**src/rtl/subparser_dispatch_pkg.sv**
```systemverilog
// rtl/subparser_dispatch_pkg.sv - shared types and helpers for the subparser dispatcher
//
// Contents:
//   dispatch_state_t  dispatcher FSM states
//   SEL_INVALID_FLAG  value of the sel MSB that always marks an out-of-range index
//   idx_width()       width of the registered subparser index
package subparser_dispatch_pkg;

  typedef enum logic [2:0] {
    IDLE,
    ARM,
    RUN,
    DRAIN,
    FINISH
  } dispatch_state_t;

  // sel carries one bit more than the index; with that MSB set the request
  // can never address an attached subparser.
  localparam logic SEL_INVALID_FLAG = 1'b1;

  function automatic int idx_width(input int num);
    return (num > 1) ? $clog2(num) : 1;
  endfunction

endpackage

```
**src/rtl/dispatch_watchdog.sv**
```systemverilog
// rtl/dispatch_watchdog.sv - saturating cycle counter that flags an overlong dispatch
//
// Ports:
//   clk, reset  clock, asynchronous active-high reset
//   clear       return the count to zero (dominates enable)
//   enable      count this cycle
//   expired     count has reached LIMIT; never asserted when LIMIT is 0
module dispatch_watchdog #(
  parameter int LIMIT = 4096
) (
  input  logic clk,
  input  logic reset,
  input  logic clear,
  input  logic enable,
  output logic expired
);

  localparam int W = (LIMIT > 0) ? $clog2(LIMIT + 1) : 1;
  localparam logic [W-1:0] LIMIT_W = W'(LIMIT);

  logic [W-1:0] count;
  logic         at_limit;

  // Holding at LIMIT makes the counter saturate; with LIMIT 0 it never leaves zero.
  assign at_limit = (count == LIMIT_W);
  assign expired  = (LIMIT != 0) && at_limit;

  always_ff @(posedge clk or posedge reset) begin
    if (reset) begin
      count <= '0;
    end else if (clear) begin
      count <= '0;
    end else if (enable && !at_limit) begin
      count <= count + W'(1);
    end
  end

endmodule

```
**src/rtl/subparser_dispatcher.sv**
```systemverilog
// rtl/subparser_dispatcher.sv - runs one selected subparser per command over a shared byte reader
//
// Ports:
//   clk, reset               clock, asynchronous active-high reset
//   trigger, sel, rdy        dispatch request from the parser FSM; sel captured on trigger
//   done, success, timeout   one-cycle completion pulse and result flags held until next trigger
//   sp_trigger/done/rdy/success  per-subparser start handshake and result
//   sp_rd_trigger/rd_done/rd_rdy  per-subparser read path, only the active one is connected
//   sp_is_empty              is_empty broadcast to every subparser
//   rd_trigger, rd_done, rd_rdy, is_empty  shared upstream byte reader
module subparser_dispatcher
  import subparser_dispatch_pkg::*;
#(
  parameter int NUM_SUBPARSERS = 4,
  parameter int TIMEOUT_CYCLES = 4096,
  localparam int SEL_W = $clog2(NUM_SUBPARSERS) + 1,
  localparam int IDX_W = idx_width(NUM_SUBPARSERS)
) (
  input  logic                      clk,
  input  logic                      reset,
  input  logic                      trigger,
  input  logic [SEL_W-1:0]          sel,
  output logic                      rdy,
  output logic                      done,
  output logic                      success,
  output logic                      timeout,
  output logic [NUM_SUBPARSERS-1:0] sp_trigger,
  input  logic [NUM_SUBPARSERS-1:0] sp_done,
  input  logic [NUM_SUBPARSERS-1:0] sp_rdy,
  input  logic [NUM_SUBPARSERS-1:0] sp_success,
  input  logic [NUM_SUBPARSERS-1:0] sp_rd_trigger,
  output logic [NUM_SUBPARSERS-1:0] sp_rd_done,
  output logic [NUM_SUBPARSERS-1:0] sp_rd_rdy,
  output logic [NUM_SUBPARSERS-1:0] sp_is_empty,
  output logic                      rd_trigger,
  input  logic                      rd_done,
  input  logic                      rd_rdy,
  input  logic                      is_empty
);

  localparam logic [SEL_W-1:0] NUM_SEL = SEL_W'(NUM_SUBPARSERS);

  dispatch_state_t  state, state_next;
  logic [IDX_W-1:0] idx;
  logic             rd_pending;
  logic             wd_expired;
  logic             sel_invalid;
  logic             rd_fire;
  logic             pend_after;
  logic             abort;

  assign sel_invalid = (sel[SEL_W-1] == SEL_INVALID_FLAG) || (sel >= NUM_SEL);

  // Built from the routed inputs rather than rd_trigger so the FSM block
  // below does not read back one of its own outputs.
  assign rd_fire    = (state == RUN) && sp_rd_trigger[idx] && rd_rdy;
  // A request accepted on the expiry cycle itself must still be drained.
  assign pend_after = rd_fire || (rd_pending && !rd_done);

  assign rdy         = (state == IDLE);
  assign done        = (state == FINISH);
  assign sp_is_empty = {NUM_SUBPARSERS{is_empty}};

  dispatch_watchdog #(
    .LIMIT(TIMEOUT_CYCLES)
  ) u_watchdog (
    .clk    (clk),
    .reset  (reset),
    .clear  (state == IDLE),
    .enable ((state == ARM) || (state == RUN)),
    .expired(wd_expired)
  );

  always_ff @(posedge clk or posedge reset) begin
    if (reset) begin
      state <= IDLE;
    end else begin
      state <= state_next;
    end
  end

  always_comb begin
    state_next    = state;
    abort         = 1'b0;
    sp_trigger    = '0;
    sp_rd_done    = '0;
    sp_rd_rdy     = '0;
    rd_trigger    = 1'b0;
    case (state)
      IDLE: begin
        if (trigger) begin
          state_next = sel_invalid ? FINISH : ARM;
        end
      end
      ARM: begin
        // Once expired, the subparser is no longer started.
        if (wd_expired) begin
          abort      = 1'b1;
          state_next = pend_after ? DRAIN : FINISH;
        end else begin
          sp_trigger[idx] = sp_rdy[idx];
          if (sp_rdy[idx]) begin
            state_next = RUN;
          end
        end
      end
      RUN: begin
        rd_trigger      = sp_rd_trigger[idx];
        sp_rd_done[idx] = rd_done;
        sp_rd_rdy[idx]  = rd_rdy;
        // Normal completion wins over a watchdog expiry on the same cycle.
        if (sp_done[idx]) begin
          state_next = FINISH;
        end else if (wd_expired) begin
          abort      = 1'b1;
          state_next = pend_after ? DRAIN : FINISH;
        end
      end
      DRAIN: begin
        // The outstanding read is absorbed here, never shown to the subparser.
        if (rd_done) begin
          state_next = FINISH;
        end
      end
      FINISH: begin
        state_next = IDLE;
      end
      default: begin
        state_next = IDLE;
      end
    endcase
  end

  always_ff @(posedge clk or posedge reset) begin
    if (reset) begin
      idx     <= '0;
      success <= 1'b0;
      timeout <= 1'b0;
    end else begin
      if ((state == IDLE) && trigger) begin
        idx     <= sel[IDX_W-1:0];
        success <= 1'b0;
        timeout <= 1'b0;
      end
      if ((state == RUN) && sp_done[idx]) begin
        success <= sp_success[idx];
      end else if (abort) begin
        timeout <= 1'b1;
        success <= 1'b0;
      end
    end
  end

  always_ff @(posedge clk or posedge reset) begin
    if (reset) begin
      rd_pending <= 1'b0;
    end else if (rd_fire) begin
      rd_pending <= 1'b1;
    end else if (rd_done) begin
      rd_pending <= 1'b0;
    end
  end

endmodule

```
**config.mk**
```make
export PLATFORM = sky130hd
export DESIGN_NAME = subparser_dispatcher
export DESIGN_NICKNAME = d
export VERILOG_FILES = /design/src/rtl/subparser_dispatch_pkg.sv /design/src/rtl/dispatch_watchdog.sv /design/src/rtl/subparser_dispatcher.sv
export SDC_FILE = /design/constraint.sdc
export NUM_CORES = 1
export LEC_CHECK = 0
export CAP_MARGIN = 10
export CELL_PAD_IN_SITES_DETAIL_PLACEMENT = 0
export CELL_PAD_IN_SITES_GLOBAL_PLACEMENT = 2
export CORE_ASPECT_RATIO = 1.25
export CORE_UTILIZATION = 29
export CTS_CLUSTER_DIAMETER = 50
export DETAILED_ROUTE_END_ITERATION = 8
export PLACE_DENSITY = 0.94
export RECOVER_POWER = 100
export SYNTH_ARGS = -nofsm -noshare
export SYNTH_HDL_FRONTEND = slang
export SYNTH_SLANG_ARGS = --single-unit
```
**constraint.sdc**
```tcl
create_clock -name clk -period 5.01 [get_ports clk]
set_input_delay 0.501 -clock clk [delete_from_list [all_inputs] [get_ports clk]]
set_output_delay 0.501 -clock clk [all_outputs]
set_load 0.005 [all_outputs]
```
**Word level (Yosys, flattened, before mapping)**

Cells that the tools add are included.

- Output and inout port bits: 21
- Bits in registers: 21

- Add/sub/neg operators: 1
- Bitwise gates (word level): 3
- Equality and inequality tests: 9
- Reduce and logical (&&, ||, !) cells: 17
- Order comparisons: 3
- Mux-type cells: 37

Operator list:

| kind | count |
|---|---|
| $mux 13 | 2 |
| $mux 3 | 8 |
| $mux 1 | 16 |
| $mux 4 | 4 |
| $add 13x1->13 const B | 1 |
| $eq 13x13->1 const B | 1 |
| $and 4x4->4 | 3 |
| $pmux 3 s4 | 1 |
| $bmux 1 s2 | 4 |
| $logic_and 1x1->1 | 7 |
| $eq 3x2->1 const B | 2 |
| $ne 3x1->1 const B | 2 |
| $ne 2x2->1 const B | 2 |
| $reduce_and 4->1 | 1 |
| $reduce_bool 2->1 | 2 |
| $eq 3x1->1 const B | 1 |
| $eq 3x3->1 const B | 1 |
| $ge 3x3->1 const B | 1 |
| $logic_not 3->1 | 1 |
| $logic_or 1x1->1 | 3 |
| $lt 2x3->1 const B | 1 |
| $reduce_bool 3->1 | 1 |
| $demux 1 s2 | 1 |
| $ge 2x1->1 const B | 1 |
| other kinds (2) | 3 |

**Longest topological paths before layout**

- Depth after elaboration: 9
- Mapped depth: 8
- Gate-level depth less buffers: 7

**Hierarchy**

A second synthesis with hierarchy kept.

- Cells, all modules: 170
- Area, all modules: 1,529.0 µm²

By module, submodules not included:

| module | cells an instance | area an instance (µm²) | sequential area each (µm²) | instances |
|---|---|---|---|---|
| dispatch_watchdog | 81 | 779.5 | 325.3 | 1 |
| subparser_dispatcher | 89 | 749.5 | 200.2 | 1 |

**Worst setup path before layout**

No wires, ideal clock.

- Kind: flip-flop to output port
- Start point: register u_watchdog.count[0]
- End point: output port sp_trigger[0]
- Slack: 3.145 ns
- Data required time: 4.509 ns
- Stages on the path, launching flop included: 7
- Data arrival time: 1.364 ns
- Cells stage by stage: dfrtp_1 -> inv_1 -> ha_1 -> nor4b_4 -> nand3_2 -> nand2_1 -> nor4b_1

- Cells in the longest elaborated chain, start to end: 3

RTL lines:

| item | line | source |
|---|---|---|
| start, declared | dispatch_watchdog.sv:21 | `logic [W-1:0] count;` |
| start signal, assigned | dispatch_watchdog.sv:34 | `count <= count + W'(1);` |
| $eq 13x13->1 | dispatch_watchdog.sv:25 | `assign at_limit = (count == LIMIT_W);` |
| $mux 4 | subparser_dispatcher.sv:97 | `if (wd_expired) begin` |
| $mux 4 | subparser_dispatcher.sv:89 | `case (state)` |
| end, declared | subparser_dispatcher.sv:27 | `output logic [NUM_SUBPARSERS-1:0] sp_trigger,` |

No other way between the ends.

**Worst setup path after layout**

Ends and elaborated chain as after synthesis.

==> results_dict.tcl <==
set metrics [dict create \
    hold_slack_ns 0.486 \
    min_period_over_period_pct 62.2 \
    die_w_um 65.7 \
    start_util_pct 30.7 \
    grt_first_pass_wirelength_um 5730 \
    path_class "reg -> out" \
    final_core_util_pct 39.3 \
    layout_commonest_cell "clkdlybuf4s50_1" \
    rows 28 \
    viasPerCell 4.95 \
    endpoint_kind "primary output" \
    hpwlAfterDp_um 2730 \
    worst_slew_pin_slew_ns 0.843 \
    async_flop_share_pct 100 \
    fmax_mhz 321 \
    synthCells 159 \
    io_buffer_count 40 \
    internal-power_mw 0.383 \
    power.share.sequential_pct 39.6 \
    gp_congestion 0.712 \
    antenna_found_initial 0 \
    clock_path_buffers 2 \
    vias 1252 \
    grt_overflow_total 0 \
    diodes 0 \
    required_ns 4.51 \
    critPathArrivalTime_ns 2.61 \
    synth_area_um2 1470 \
    slew_violations 0 \
    seq_area_frac_synth_pct 35.7 \
    drt-initial-drc-count 52 \
    hold_buffers 0 \
    rsz0062_at_grt "false" \
    cts_sinks 21 \
    io_pins 46 \
    grt_util_all_layers_pct 14.2 \
    avgRoutedWirePerCell_um 13.9 \
    drtPass1Iterations 4 \
    finalSetupViolCount 0 \
    p_sw_mw 0.255 \
    fp.coreArea_um2 4800 \
    p_per_area_nw_per_um2 338 \
    synth_cell_types 43 \
    fin_crit_ns 3.11 \
    synth_ff_type "dfrtp_1" \
    route.met3.wl_um 179 \
    nets 221 \
    slew_headroom_pct 43.7 \
    yosysWarningCount 0 \
    cts_resized 0 \
    wl_met2_um 1800 \
    ir_drop_uv 189 \
    layout.cells.non_filler 253 \
    cts_tree "built" \
    drc 0 \
    drive_above_1_share_pct 6.22 \
    numCtsBuffers 3 \
    synthToLayoutAreaGrowth_pct 28.0 \
    nFillCells 486 \
    insertion_delay_ns 0.26 \
    h-tree-depth 1 \
    clk_pin_slew_ns 0.09 \
    cts-root-buf "clkbuf_8" \
    avgSynthCellArea_um2 9.26 \
    fp.dieH_um 81.7 \
    postRouteAntennaNets 0 \
    synth_seq_cells 21 \
    fin_tns_setup_ns 0 \
    drt-met1-wl_um 1510 \
    numPlacedInstances 249 \
    synth_nets 186 \
    final-hold-violation-count 0 \
    routed_wl_um 3520 \
    hp-class "reg -> reg" \
    layout_common_cells "24 x clkdlybuf4s50_1, 22 x nor2_1, 21 x dfrtp_1, 16 x dlygate4sd3_1, 13 x nand2_1" \
    p_leak_nw 0.783 \
    finalClockSkew_ns 0.00842 \
    post_cts_buffers 0 \
    p_clk_share_pct 18.3 \
    switching_share_pct 40.0 \
    grt_max_degree 22 \
    cp_max_fo 9 \
    maxCapViolCount 0 \
    grt_pass1_vias 1213 \
    start_kind "flip-flop" \
    synth_edf_count 0 \
    dieArea_um2 5370 \
    routed.top_layer "met4" \
    combinationalPowerShare_pct 42.1 \
    power_mw 0.638 \
    status "finished clean" \
]
[metal layers]
| layer | track usage [%] | up-vias |
|---|---|---|
| met5 | 0 | - |
| met4 | 4.35 | 0 |
| met3 | 2.92 | 4 |
| met2 | 25.2 | 34 |
| met1 | 16.9 | 590 |
| li1 | - | 624 |
[state kept, by name, summed over array words and instances (netlist names)]
signal and count:
idx 2, rd_pending 1, state 3, timeout 1
success 1, u_watchdog.count 13
[logic make-up (layout without fill, tap and decap cells)]
logic type / count (synthesis) / in the layout / share of synthesized area [%]
AOI/OAI and AO/OA: 14 / 14 / 6.97
muxes: 7 / 7 / 8.41
buffers and inverters: 21 / 55 / 6.63
and+or+nand+nor: 83 / 83 / 34.1
adders and majority gates: 2 / 2 / 1.70
xor gates and xnor gates: 11 / 11 / 6.54
DFF: 21 / 21 / 35.7
[worst max-delay path: stages, from the launching register on]
cell	delay, ns
dfrtp_1	0.40
inv_1	0.12
ha_1	0.16
nor4b_1	0.38
nand3_1	0.36
nand2_1	0.26
nor4b_1	0.08
dlygate4sd3_1	0.60
[per-stage QoR]
step / setup slack (ns) / instance area [µm²]
after global routing: 1.60 / 1880
after detailed placement: 2.47 / 1890
final: 1.90 / 1880
after CTS: 2.15 / 1940
after global placement: 2.46 / 1890
after floorplan: 3.14 / 1470
[final cells by class]
type                            instances  area [µm²]  area share [%]
Clock buffer                            3        41.3            2.19
Clock inverter                          1        5.00           0.266
Inverter                               11        41.3            2.19
Multi-Input combinational cell        117         796            42.2
Sequential cell                        21         526            27.9
Tap cell                               60        75.1            3.98
Timing Repair Buffer                   40         400            21.2
[synthesized netlist by cell type (3+ instances only)]
library cell  count  area (µm²)
a21oi_1           4        20.0
and2_1            3        18.8
and3_1            3        18.8
buf_2             3        15.0
buf_4             4        30.0
clkbuf_1          3        11.3
dfrtp_1          21         526
inv_1            10        37.5
mux4_2            4        90.1
nand2_1          13        48.8
nand2b_1          3        18.8
nand3_1           7        35.0
nand4_1           6        37.5
nor2_1           22        82.6
nor3_1           10        50.1
xnor2_1           7        61.3
xor2_1            4        35.0
[final timing paths]
path | startpoint | to | slack [ns] | cells after the start
worst max-delay path | u_watchdog.count[0] | sp_trigger[0] | 1.90 | 7
worst min-delay path | timeout | timeout | 0.49 | 2
worst max register to register | u_watchdog.count[0] | state[0] | 2.73 | 7
worst min register to register | timeout | timeout | 0.49 | 2
max in group asynchronous | reset | u_watchdog.count[1] | 3.65 | 2
min in group asynchronous | reset | u_watchdog.count[10] | 0.84 | 2
[power by group through the flow]
stage / Sequential (mW) / Combinational (mW) / Clock (mW)
6_report: 0.253 / 0.268 / 0.116
4_1_cts: 0.256 / 0.297 / 0.118
5_1_grt: 0.262 / 0.302 / 0.123
3_5_place_dp: 0.259 / 0.296 / 0
2_1_floorplan: 0.223 / 0.235 / 0
3_3_place_gp: 0.259 / 0.298 / 0
Note: power is estimated with default switching activity, not from simulation.
